[src/rtl/ram_arbiter.sv]
// ram_arbiter
// -----------
// Two-port request arbiter and access sequencer in front of the external SRAM
// interface stage. Port A (CPU) issues reads and writes, port B (video fetch)
// issues reads only. One request is granted at a time. Each access runs
// IDLE -> ACCESS -> DONE, so peak throughput is one access every 3 cycles.
//
// Port B has priority. A streak counter bounds how many consecutive B grants
// may be made while A is waiting, so A always makes forward progress.
//
// Ports
//   CLK, RST_N          clock, asynchronous active-low reset
//   a_req/a_we/a_addr/a_wdata   port A request (held until a_ack)
//   a_ack, a_rdata      port A completion pulse and read data
//   b_req/b_addr        port B read request (held until b_ack)
//   b_ack, b_rdata      port B completion pulse and read data
//   ram_address, ram_dataIn, ram_write  drive the SRAM stage
//   ram_dataOut         read data returned by the SRAM stage
module ram_arbiter #(
  parameter int ADDR_W       = 16,
  parameter int DATA_W       = 16,
  parameter int STARVE_LIMIT = 3
) (
  input  logic              CLK,
  input  logic              RST_N,
  input  logic              a_req,
  input  logic              a_we,
  input  logic [ADDR_W-1:0] a_addr,
  input  logic [DATA_W-1:0] a_wdata,
  output logic              a_ack,
  output logic [DATA_W-1:0] a_rdata,
  input  logic              b_req,
  input  logic [ADDR_W-1:0] b_addr,
  output logic              b_ack,
  output logic [DATA_W-1:0] b_rdata,
  output logic [ADDR_W-1:0] ram_address,
  output logic [DATA_W-1:0] ram_dataIn,
  output logic              ram_write,
  input  logic [DATA_W-1:0] ram_dataOut
);

  typedef enum logic [1:0] {
    ST_IDLE   = 2'd0,
    ST_ACCESS = 2'd1,
    ST_DONE   = 2'd2
  } state_t;

  localparam logic [3:0] LIMIT = 4'(STARVE_LIMIT);

  // Port id encoding held in the access latch.
  localparam logic PORT_A = 1'b0;
  localparam logic PORT_B = 1'b1;

  state_t              state_q,     state_d;
  logic [3:0]          streak_q,    streak_d;
  logic                port_q,      port_d;
  logic                we_q,        we_d;
  logic [ADDR_W-1:0]   addr_q,      addr_d;
  logic [DATA_W-1:0]   wdata_q,     wdata_d;
  logic                ram_write_q, ram_write_d;
  logic                a_ack_q,     a_ack_d;
  logic                b_ack_q,     b_ack_d;
  logic [DATA_W-1:0]   a_rdata_q,   a_rdata_d;
  logic [DATA_W-1:0]   b_rdata_q,   b_rdata_d;
  logic                grant_a_s;
  logic                grant_b_s;

  // Arbitration decision; only meaningful in IDLE. B wins unless A is
  // waiting and B has already used up its allowed streak.
  always_comb begin
    grant_a_s = 1'b0;
    grant_b_s = 1'b0;
    if (state_q == ST_IDLE) begin
      if (b_req && !(a_req && (streak_q == LIMIT))) begin
        grant_b_s = 1'b1;
      end else if (a_req) begin
        grant_a_s = 1'b1;
      end else begin
        grant_a_s = 1'b0;
        grant_b_s = 1'b0;
      end
    end else begin
      grant_a_s = 1'b0;
      grant_b_s = 1'b0;
    end
  end

  // Next-state, access latch, streak and registered output computation.
  always_comb begin
    state_d     = state_q;
    streak_d    = streak_q;
    port_d      = port_q;
    we_d        = we_q;
    addr_d      = addr_q;
    wdata_d     = wdata_q;
    ram_write_d = 1'b0;
    a_ack_d     = 1'b0;
    b_ack_d     = 1'b0;
    a_rdata_d   = a_rdata_q;
    b_rdata_d   = b_rdata_q;

    case (state_q)
      ST_IDLE: begin
        if (grant_b_s) begin
          state_d = ST_ACCESS;
          port_d  = PORT_B;
          we_d    = 1'b0;
          addr_d  = b_addr;
          // B has no write data; the data bus keeps its last value.
          if (a_req) begin
            if (streak_q >= LIMIT) begin
              streak_d = LIMIT;
            end else begin
              streak_d = streak_q + 4'd1;
            end
          end else begin
            streak_d = 4'd0;
          end
        end else if (grant_a_s) begin
          state_d     = ST_ACCESS;
          port_d      = PORT_A;
          we_d        = a_we;
          addr_d      = a_addr;
          wdata_d     = a_wdata;
          ram_write_d = a_we;
          streak_d    = 4'd0;
        end else begin
          state_d = ST_IDLE;
        end
      end

      ST_ACCESS: begin
        // Read data is captured at the edge that ends the access cycle.
        state_d = ST_DONE;
        if (port_q == PORT_A) begin
          a_ack_d = 1'b1;
          if (!we_q) begin
            a_rdata_d = ram_dataOut;
          end else begin
            a_rdata_d = a_rdata_q;
          end
        end else begin
          b_ack_d   = 1'b1;
          b_rdata_d = ram_dataOut;
        end
      end

      ST_DONE: begin
        // Bus turnaround: no arbitration in this cycle.
        state_d = ST_IDLE;
      end

      default: begin
        state_d = ST_IDLE;
      end
    endcase
  end

  // State and output registers; reset clears ram_write asynchronously so an
  // interrupted write is aborted immediately.
  always_ff @(posedge CLK or negedge RST_N) begin
    if (!RST_N) begin
      state_q     <= ST_IDLE;
      streak_q    <= 4'd0;
      port_q      <= PORT_A;
      we_q        <= 1'b0;
      addr_q      <= {ADDR_W{1'b0}};
      wdata_q     <= {DATA_W{1'b0}};
      ram_write_q <= 1'b0;
      a_ack_q     <= 1'b0;
      b_ack_q     <= 1'b0;
      a_rdata_q   <= {DATA_W{1'b0}};
      b_rdata_q   <= {DATA_W{1'b0}};
    end else begin
      state_q     <= state_d;
      streak_q    <= streak_d;
      port_q      <= port_d;
      we_q        <= we_d;
      addr_q      <= addr_d;
      wdata_q     <= wdata_d;
      ram_write_q <= ram_write_d;
      a_ack_q     <= a_ack_d;
      b_ack_q     <= b_ack_d;
      a_rdata_q   <= a_rdata_d;
      b_rdata_q   <= b_rdata_d;
    end
  end

  // The SRAM-side outputs come only from the access latch.
  assign ram_address = addr_q;
  assign ram_dataIn  = wdata_q;
  assign ram_write   = ram_write_q;
  assign a_ack       = a_ack_q;
  assign b_ack       = b_ack_q;
  assign a_rdata     = a_rdata_q;
  assign b_rdata     = b_rdata_q;

endmodule

[config.mk]
export PLATFORM = sky130hd
export DESIGN_NAME = ram_arbiter
export DESIGN_NICKNAME = d
export VERILOG_FILES = /design/src/rtl/ram_arbiter.sv
export SDC_FILE = /design/constraint.sdc
export NUM_CORES = 1
export LEC_CHECK = 0
export CAP_MARGIN = 15
export CORE_MARGIN = 2
export CORE_UTILIZATION = 37
export CTS_CLUSTER_DIAMETER = 120
export CTS_CLUSTER_SIZE = 12
export DETAILED_ROUTE_END_ITERATION = 8
export PLACE_DENSITY = 0.76
export SYNTH_ARGS = -nofsm -noshare
export SYNTH_HDL_FRONTEND = slang
export SYNTH_SLANG_ARGS = --single-unit
[constraint.sdc]
create_clock -name CLK -period 1.85 [get_ports CLK]
set_clock_uncertainty 0.15 [all_clocks]
set_input_delay 0.2775 -clock CLK [delete_from_list [all_inputs] [get_ports CLK]]
set_output_delay 0.2775 -clock CLK [all_outputs]
set_load 0.05 [all_outputs]
==> summary.md, run 1 <==
| Metric | Value |
|---|---|
| Status | finished clean |
| Die area | 8856 um^2 |
| Vias per cell | 4.918 |
| ANT cells | 0 |
| Gate power share | 0.583 |
| Dpl cell area | around 4500 um^2 |
| PD cells | 2118 nW/um^2 |
| DP Cell Count | approximately 470 |
| Worst R2R Start | streak_q[0]$_DFFE_PN0P_ |
| Max stage delay on crit path | ~0.37 ns |
| Worst setup path class | reg2reg |
| Final-report setup violation count | 0 |
| Synthesized area | 3004 um^2 |
| Rel. slew slack | 0.5802 |
| Fin util | 0.5998 |
| Met3 usage | 0.03531 |
| Insertion delay to the later sink of the worst-skew pair | 0.33 ns |
| Minimum hold slack | approximately 0.21 ns |
| Fmax | 555.2 MHz |
| Seq cells post-synth | 75 |
| Ports | 136 |
| Root buf cell | clkbuf_8 |
| Most frequent cells in the layout | buf_4 (83), dfrtp_1 (75), clkdlybuf4s50_1 (67) |
| Psw | 0.004782 W |
| Worst-path cell chain | ha_2 > nand4bb_1 > buf_4 > a21oi_4 > buf_12 > mux2_2 |
| Clock power share | 0.129 |
| H-tree levels | 3 |
| Worst Hold Class | in2async |
| Inserted Clock Buffers | 9 |
| Layout cells sized above 1 | 0.3840 |
| Postcts setup bufs | 0 |
| # clock sinks | 75 |
| Starting density of the core | 0.3848 |
| Number of max-cap violations | 0 |
| Global-route wire length before repair | 11680 um |
| Syn-to-layout area delta | 55.89% |
| Met1 Use GR | 0.2168 |
| Drt initial violations | 76 |
| Cell variety after synth | 24 |
| Vias | 2410 |
| Leak | 2.118 nW |
| Mapped Nets | approximately 300 |
| Flop2flop setup slack | 0.05 ns |
| Final Hold Viols | 0 |
| CP startpoint | streak_q[0]$_DFFE_PN0P_ |
| Routability-driven placement congestion ratio | 0.7190 |
| Reg power frac | 0.289 |
| Met2 GRT Util | 0.2815 |
| Busiest grt layer | met2 |
| Count of input and output buffers | 135 |
| Int Pwr | 0.005137 W |
| Max-slew violation count | 0 |
| Vias in the first global route | around 2500 |
| Yosys warning count | 0 |
| Final min period | 1.801 ns |
| Buffer depth of the longest clock path | 2 |
| Antenna violations before repair | 0 |
| Peak supply drop | approximately 1.0 mV |
| Total core area | around 7800 um^2 |
| DPL Wire Length | around 5400 um |
| Drt total wl | approximately 7400 um |
| Switch share | 0.4821 |
| Slowest stage cell on the critical path | dfrtp_1 |
| Global Route Usage Sum | 0.1683 |
| Arrival time of the worst setup path | 1.87 ns |
| Fin cells | 490 |
| Register area share after synthesis | 0.6247 |
| Largest net degree at the start of global routing | 40 |
| Clock transition at the registers of the reported paths | 0.08 ns |
| Final Net Count | 454 |
| TNS Setup | 0 ns |
| Most common cell after layout, fill and taps aside | buf_4 |
| CTS tree | done |
| Post-Synthesis Cells | between 200 and 250 |
| Row count | 32 |
| Slew at the pin closest to its max-slew limit | between 0.6 and 0.7 ns |
| Final ANT Viol Nets | 0 |
| Drt wl/cell | 15.09 um |
| Critical Path End Type | flop |
| Die W | 94.11 um |
| Post-Syn Area per Cell | between 10 and 15 um^2 |
| CP Max Fanout | 18 |
| Design Area, Final | 4683 um^2 |
| DR pass1 iterations | 4 |
| Total grt overflow | 0 |
| RSZ-0062 raised after global routing | true |
| Die height | 94.11 um |
| Period utilization | 0.9736 |
| Critical path startpoint category | flop |
| Remaining DRCs | 0 |
| Crit path required time | 1.92 ns |
-- cell usage after synthesis --
| cell | number | area (um^2) |
|---|---|---|
| clkbuf_1 | 7 | 26.28 |
| o31ai_1 | 2 | 15.01 |
| or3b_1 | 1 | 8.760 |
| nand2b_1 | 1 | 6.260 |
| nor3_2 | 1 | 10.01 |
| or2_2 | 1 | 6.260 |
| nand4bb_1 | 1 | 11.26 |
| nand2_1 | 35 | 131.4 |
| dfrtp_1 | 75 | 1877 |
| a21boi_1 | 1 | 7.510 |
| mux2_1 | 8 | 90.09 |
| a22o_1 | 1 | 8.760 |
| nor4_1 | 1 | 6.260 |
| o21ai_0 | 20 | 100.1 |
| buf_2 | 3 | 15.01 |
| a21oi_4 | 1 | 16.27 |
| buf_6 | 1 | 11.26 |
| and2_1 | 3 | 18.77 |
| mux2_2 | 40 | 450.4 |
| o221ai_1 | 16 | 140.1 |
| nor2_1 | 4 | 15.01 |
| inv_1 | 4 | 15.01 |
| nor3_1 | 1 | 5.000 |
| ha_1 | 1 | 12.51 |
-- worst paths after layout --
kind | to | cells after the start
min reg2reg | ram_dataIn[14]$_DFFE_PN0P_ | 1
max reg2reg | ram_dataIn[2]$_DFFE_PN0P_ | 6
max in group asynchronous | streak_q[2]$_DFFE_PN0P_ | 3
min in group CLK | ram_dataIn[14]$_DFFE_PN0P_ | 1
max | ram_dataIn[2]$_DFFE_PN0P_ | 6
min | b_ack$_DFF_PN0_ | 2
-- cell type report --
cell class                      instances  area [um^2]
Sequential cell                        75         1877
Clock buffer                           11        151.4
Multi-Input combinational cell        139         1079
Tap cell                              102        127.6
Clock inverter                          4        50.05
Inverter                                4        15.01
Fill cell                             652         3124
Timing Repair Buffer                  155         1384
-- timing repair --
item                       4_1_cts  5_1_grt
resized for setup                2        2
hold buffers                     1        0
setup endpoints to repair       16       33
hold endpoints to repair        58        0
-- routing by layer --
metal | share of wire | wire length [um]
met1 | 0.42 | 3106
met2 | 0.49 | 3649
met3 | 0.075 | 553
met4 | 0.012 | 87
met5 | 0 | 0
-- worst max-delay path: cells and delay by family (launching register included) --
kind,cells,cell delay [ns]
AO/OA/AOI/OAI,1,0.16
adder cells (fa/ha/maj),1,0.19
buffers and inverters,2,0.34
flip-flops,1,0.37
multiplexers,1,0.34
AND/OR/NAND/NOR,1,0.13
-- power by group through the flow --
stage / clock network [W] / registers [W] / logic [W]
3_5_place_dp: 0 / 0.00289 / 0.00583
3_3_place_gp: 0 / 0.00286 / 0.00574
2_1_floorplan: 0 / 0.00539 / 0.00138
4_1_cts: 0.00131 / 0.00287 / 0.00584
5_1_grt: 0.00139 / 0.00297 / 0.00607
6_report: 0.00128 / 0.00286 / 0.00578
-- stage by stage --
step,setup slack [ns],total power [W]
CTS,0.02558,0.01003
global route,-0.03736,0.01044
finish,0.04880,0.009919
detailed placement,-0.5253,0.008726
floorplan,0.007108,0.006771
global placement,-0.4978,0.008604
-- cell families after synthesis --
logic type / synth area share
AND/OR/NAND/NOR: 0.07289
AO/OA/AOI/OAI: 0.09579
adder cells (fa/ha/maj): 0.004164
multiplexers: 0.1799
buffers and inverters: 0.02249
flip-flops: 0.6247
-- flip-flops by register name, summed over array words and instances, names as in the netlist --
| register | flops |
|---|---|
| a_ack | 1 |
| a_rdata | 16 |
| b_ack | 1 |
| b_rdata | 16 |
| port_q | 1 |
| ram_address | 16 |
| ram_dataIn | 16 |
| ram_write | 1 |
| state_q | 2 |
| streak_q | 4 |
| we_q | 1 |
Power figures use the tool's default switching activity.
==> run 2: changes to the inputs <==
--- a/config.mk
+++ b/config.mk
@@ -5,7 +5,6 @@
 export SDC_FILE = /design/constraint.sdc
 export NUM_CORES = 1
 export LEC_CHECK = 0
-export CAP_MARGIN = 15
 export CORE_MARGIN = 2
 export CORE_UTILIZATION = 37
 export CTS_CLUSTER_DIAMETER = 120
==> results of run 2 <==
Same layout as run 1: the final DEF is identical, and so are final timing and power.
==> run 3: changes to the inputs <==
--- a/config.mk
+++ b/config.mk
@@ -7,7 +7,7 @@
 export LEC_CHECK = 0
 export CORE_MARGIN = 2
 export CORE_UTILIZATION = 37
-export CTS_CLUSTER_DIAMETER = 120
+export CTS_CLUSTER_DIAMETER = 200
 export CTS_CLUSTER_SIZE = 12
 export DETAILED_ROUTE_END_ITERATION = 8
 export PLACE_DENSITY = 0.76
==> results of run 3 <==
Same layout as run 1: the final DEF is identical, and so are final timing and power.
